<file path="src/rtl/wrr_arb_tree.sv">
`default_nettype none
// ============================================================================
// Module   : wrr_arb_tree
// Brief    : Weighted round-robin arbiter. Each requester may hold the output
//            for a burst of up to weight_i[i] consecutive transfers per turn
//            (weight 0 counts as 1). With LockIn set, the pending decision is
//            frozen while the output is stalled.
// Revision : 1.0 - initial release
// ============================================================================
module wrr_arb_tree #(
   parameter int          NumIn       = 8,
   parameter int          DataWidth   = 32,
   parameter type         DataType    = logic [DataWidth-1:0],
   parameter int          WeightWidth = 4,
   parameter bit          LockIn      = 1'b1,
   localparam int         IdxW        = (NumIn > 1) ? $clog2(NumIn) : 1
) (
   input  logic                                clk_i,
   input  logic                                rst_ni,
   input  logic                                flush_i,
   input  logic [NumIn-1:0][WeightWidth-1:0]   weight_i,
   input  logic [NumIn-1:0]                    req_i,
   output logic [NumIn-1:0]                    gnt_o,
   input  DataType [NumIn-1:0]                 data_i,
   output logic                                req_o,
   input  logic                                gnt_i,
   output DataType                             data_o,
   output logic [IdxW-1:0]                     idx_o
);

   if (NumIn == 1) begin : g_single
      // A single requester is passed straight through; no state is needed.
      logic unused_single;
      assign unused_single = ^{clk_i, rst_ni, flush_i, weight_i};

      assign req_o    = req_i[0];
      assign gnt_o[0] = gnt_i;
      assign data_o   = data_i[0];
      assign idx_o    = '0;
   end else begin : g_multi
      // Arbiter state: round-robin start point, burst owner, remaining
      // credit of the current burst, and the stall lock.
      logic [IdxW-1:0]        ptr_q, ptr_d;
      logic [IdxW-1:0]        owner_q, owner_d;
      logic [WeightWidth-1:0] credit_q, credit_d;
      logic                   lock_q, lock_d;

      logic                   owner_req;
      logic                   hold;
      logic                   found;
      logic [IdxW-1:0]        rr_sel;
      logic [IdxW-1:0]        sel;
      logic [IdxW-1:0]        sel_next;
      logic [IdxW-1:0]        owner_next;
      logic [WeightWidth-1:0] eff_w;
      logic [WeightWidth-1:0] base;
      logic [WeightWidth-1:0] rem;
      logic                   handshake;

      // The owner keeps the output while locked or while its burst has
      // credit left and it is still requesting.
      assign owner_req = req_i[owner_q];
      assign hold      = lock_q | ((credit_q != '0) & owner_req);

      // Round-robin scan starting at ptr_q; wraps at NumIn, not at 2**IdxW.
      always_comb begin
         found  = 1'b0;
         rr_sel = ptr_q;
         for (int k = 0; k < NumIn; k++) begin
            if (!found && req_i[(int'(ptr_q) + k) % NumIn]) begin
               found  = 1'b1;
               rr_sel = IdxW'((int'(ptr_q) + k) % NumIn);
            end
         end
      end

      assign sel        = hold ? owner_q : rr_sel;
      assign sel_next   = (sel == IdxW'(NumIn - 1)) ? '0 : sel + 1'b1;
      assign owner_next = (owner_q == IdxW'(NumIn - 1)) ? '0 : owner_q + 1'b1;

      // Output mux is purely combinational: zero added latency.
      assign req_o     = req_i[sel];
      assign data_o    = data_i[sel];
      assign idx_o     = sel;
      assign handshake = req_o & gnt_i;

      // Burst length is taken from weight_i only when a new burst starts;
      // an ongoing burst keeps counting down its latched credit.
      assign eff_w = (weight_i[sel] == '0) ? WeightWidth'(1) : weight_i[sel];
      assign base  = hold ? credit_q : eff_w;
      assign rem   = base - WeightWidth'(1);

      // Only the selected requester can be granted, and only on a handshake.
      always_comb begin
         gnt_o      = '0;
         gnt_o[sel] = handshake;
      end

      // Next-state: flush beats handshake, handshake beats lock and abandon.
      always_comb begin
         ptr_d    = ptr_q;
         owner_d  = owner_q;
         credit_d = credit_q;
         lock_d   = lock_q;
         if (flush_i) begin
            ptr_d    = '0;
            owner_d  = '0;
            credit_d = '0;
            lock_d   = 1'b0;
         end else if (handshake) begin
            lock_d = 1'b0;
            if (rem == '0) begin
               credit_d = '0;
               ptr_d    = sel_next;
            end else begin
               owner_d  = sel;
               credit_d = rem;
            end
         end else if (LockIn && req_o && !gnt_i) begin
            // Stalled: freeze the decision until it is accepted.
            lock_d   = 1'b1;
            owner_d  = sel;
            credit_d = base;
         end else if ((credit_q != '0) && !lock_q && !owner_req) begin
            // Owner walked away mid-burst: give up the rest of its turn.
            credit_d = '0;
            ptr_d    = owner_next;
         end
      end

      // State register with asynchronous active-low reset.
      always_ff @(posedge clk_i or negedge rst_ni) begin
         if (!rst_ni) begin
            ptr_q    <= '0;
            owner_q  <= '0;
            credit_q <= '0;
            lock_q   <= 1'b0;
         end else begin
            ptr_q    <= ptr_d;
            owner_q  <= owner_d;
            credit_q <= credit_d;
            lock_q   <= lock_d;
         end
      end
   end

endmodule
`default_nettype wire
</file>
<file path="config.mk">
export PLATFORM = sky130hd
export DESIGN_NAME = wrr_arb_tree
export DESIGN_NICKNAME = d
export VERILOG_FILES = /design/src/rtl/wrr_arb_tree.sv
export SDC_FILE = /design/constraint.sdc
export NUM_CORES = 1
export LEC_CHECK = 0
export ABC_AREA = 1
export ABC_CLOCK_PERIOD_IN_PS = 3600
export BUFFER_PORTS_ARGS = -buffer_cell sky130_fd_sc_hd__buf_2
export CAP_MARGIN = 20
export CORE_AREA = 2 2 132 134
export CTS_BUF_LIST = sky130_fd_sc_hd__clkbuf_16
export DETAILED_ROUTE_END_ITERATION = 10
export DIE_AREA = 0 0 134 136
export HOLD_SLACK_MARGIN = 0.1
export MAX_ROUTING_LAYER = met4
export PLACE_DENSITY_LB_ADDON = 0.15
export SYNTH_ARGS = -nofsm -noshare
export SYNTH_HDL_FRONTEND = slang
export SYNTH_SLANG_ARGS = --single-unit
</file>
<file path="constraint.sdc">
create_clock -name clk_i -period 3.6 [get_ports clk_i]
set_input_delay 0.36 -clock clk_i [delete_from_list [all_inputs] [get_ports clk_i]]
set_output_delay 0.36 -clock clk_i [all_outputs]
set_load 0.02 [all_outputs]
</file>
==> out/results.txt <==
status: finished with violations
failing checks: negative setup slack
number of global-route vias before repair: 6569
Distinct cells, synth: 40
Min-Delay Path Class: in -> reg
fin worst setup slack: -334 ps
number of flops mapped to enable cells by yosys: 0
layout cells sized above 1: 60.5%
grt total ovfl: 0
Max Clock Freq: 254 MHz
first-pass GRT wire length: 36400 µm
largest net degree at the start of global routing: 15
syn nets: 1021
Final ANT Viol Nets: 0
clock root buffer: clkbuf_16
Slew Viols, Final: 0
CTS HTree Levels: 1
maximum fanout along the worst path: 6
WL final: 26000 µm
RSZ-0062 raised after global routing: true
TritonCTS clock tree: yes
core footprint: 0.0169 mm²
Worst-Skew Late Latency: 240 ps
Rows: 48
WL/cell: 18.2 µm
area grow syn2layout: 126%
Bufs on Longest Clock Path: 2
port bufs: 343
Worst Tran Pin Value: 443 ps
critical path class: reg -> out
Ys Warns: 0
Synth Cell Area: 0.00384 mm²
sequential cell area fraction in the yosys report: 7.16%
CP endpoint kind: primary output
Overall Global Routing Usage: 26.9%
Pre-antenna DRT Iters: 5
Clock transition at path regs: 40 ps
Final min period: 3930 ps
die width: 134 µm
die footprint: 0.0182 mm²
Initial Util: 22.8%
Fin. Hold Viols: 0
dominant cell type by area after synthesis: nand2_1
period utilisation layout: 109%
Synth Register Bits: 11
Cells after Synth: 713
Ports: 344
Final setup viols: 49
initial antenna violation count: 3
clock skew: 1.11 ps
via/cell ratio: 4.84
dpl hpwl: 20700 µm
FILL cells: 1722
post-synth top area share: 23.6%
DIE HEIGHT: 136 µm
Final Util: 51.5%
MaxCap Viol Count: 0
TritonCTS Sinks: 11
Area contributors post-synth: nand2_1 (24%), nand3_1 (8.3%), a22oi_1 (7.6%)
Num CTS Buffers: 3
asr flop ratio synth: 100%
CP Data Required Time: 3240 ps
initial drt markers: 459
Post-synth top flop: dfrtp_1
Avg Cell Area, Syn: 5.39 µm²
Arrival @ worst endpoint: 3570 ps
RePlAce Congestion: 0.973
# DRC: 0
Rel. slew slack: 70.1%
NumNets Final: 1510
Startpoint Class: register
Vias: 6921
==> what timing repair did <==
action	CTS	global route
gates resized for setup	195	116
pin swaps	40	73
hold buffers	1	0
endpoints found under the setup margin	50	52
setup buffers	29	17
endpoints found under the hold margin	11	0
gates cloned	7	5
==> kinds of logic after synthesis <==
logic type      Yosys count  share of synthesized area, %
fa+ha+maj                 8                          2.60
mux                       1                         0.293
compound gates          132                          23.5
buf+inv                 122                          13.6
flops                    11                          7.16
simple gates            436                          51.8
xor+xnor                  3                          1.07
==> layer usage <==
| metal | share of wire [%] | vias up | track usage, % |
|---|---|---|---|
| li1 | - | 3411 | - |
| met1 | 41 | 3160 | 33.4 |
| met2 | 49 | 316 | 45.6 |
| met3 | 6.1 | 34 | 2.98 |
| met4 | 3.1 | 0 | 8.69 |
| met5 | 0 | - | - |
==> registers in the layout, indices dropped and copies added (netlist names) <==
| signal | flops |
|---|---|
| g_multi.ptr_q | 3 |
| g_multi.owner_q | 3 |
| g_multi.credit_q | 4 |
| g_multi.lock_q | 1 |
==> cell usage in the layout (no fill, tap or decap), drive strengths merged <==
| master | n |
|---|---|
| a221oi | 32 |
| xor2 | 1 |
| a32oi | 1 |
| a22o | 1 |
| xnor2 | 2 |
| inv | 85 |
| nor3 | 8 |
| dfrtp | 11 |
| o221ai | 1 |
| nand4 | 27 |
| o21bai | 1 |
| nand3 | 70 |
| buf | 514 |
| clkinv | 1 |
| a21oi | 17 |
| nand3b | 1 |
| dlygate4sd3 | 1 |
| nor4 | 1 |
| o21ai | 39 |
| mux2 | 1 |
| nor2 | 67 |
| or2 | 1 |
| a22oi | 39 |
| o22ai | 1 |
| nand2 | 262 |
| clkbuf | 8 |
| diode | 4 |
| ha | 8 |
==> worst max-delay path: stages (launching register included) <==
cell       delay, ps
dfrtp_2          430
inv_4             70
ha_4             230
inv_6             80
nand3_2           70
nand2_2           80
nor2_2            40
nor2_2           160
inv_2             90
nor2_4           180
nand4_4          170
buf_6            160
nor2_4            60
nor2_1            50
nand2_2           80
nand2_4           80
buf_4            150
nor2_4            90
inv_4             60
nor2_4           250
clkbuf_16        220
buf_4            120
a22oi_1           70
nand4_1          150
buf_6            150
==> synthesized netlist by cell type, drive strengths merged, types with 11 or more instances <==
library cell,count
nand2,261
nand4,27
inv,84
nor2,67
buf,21
dfrtp,11
a21oi,17
clkbuf,16
a22oi,39
o21ai,39
nand3,70
a221oi,32
==> path summary, 6_finish.rpt <==
check / cells after the start / startpoint / slack [ps] / to
min in group asynchronous: 2 / rst_ni / 540 / g_multi.lock_q
max in group asynchronous: 2 / rst_ni / 2820 / g_multi.ptr_q[1]
setup reg to reg: 33 / g_multi.ptr_q[1] / -230 / g_multi.owner_q[1]
hold reg to reg: 2 / g_multi.credit_q[1] / 540 / g_multi.credit_q[1]
setup / recovery: 24 / g_multi.ptr_q[1] / -330 / data_o[1]
hold / removal: 4 / flush_i / 490 / g_multi.owner_q[2]
==> through the flow <==
step	setup WS [ps]	cell area [µm²]	cells	hold slack, ps	setup TNS [ps]
final	-334	8690	1430	489	-11780
after global placement	-321	6770	1364	261	-10520
after floorplan	3.11	3870	713	64.4	0
after global routing	-577	8680	1429	526	-24950
after CTS	-297	8000	1405	477	-9920
after detailed placement	-361	6770	1364	261	-11110
==> layout make-up <==
class                           instances  area [µm²]  area share, %
Multi-Input combinational cell        581        3920           45.1
Timing Repair Buffer                  520        3770           43.5
Inverter                               85         350           4.03
Tap cell                              225         282           3.24
Sequential cell                        11         277           3.18
Clock buffer                            3        75.1          0.864
Antenna cell                            4        10.0          0.115
Clock inverter                          1        3.75         0.0432
Power is not shown: default switching activity piles up to over one toggle a cycle in this logic, so the estimate is an artifact.
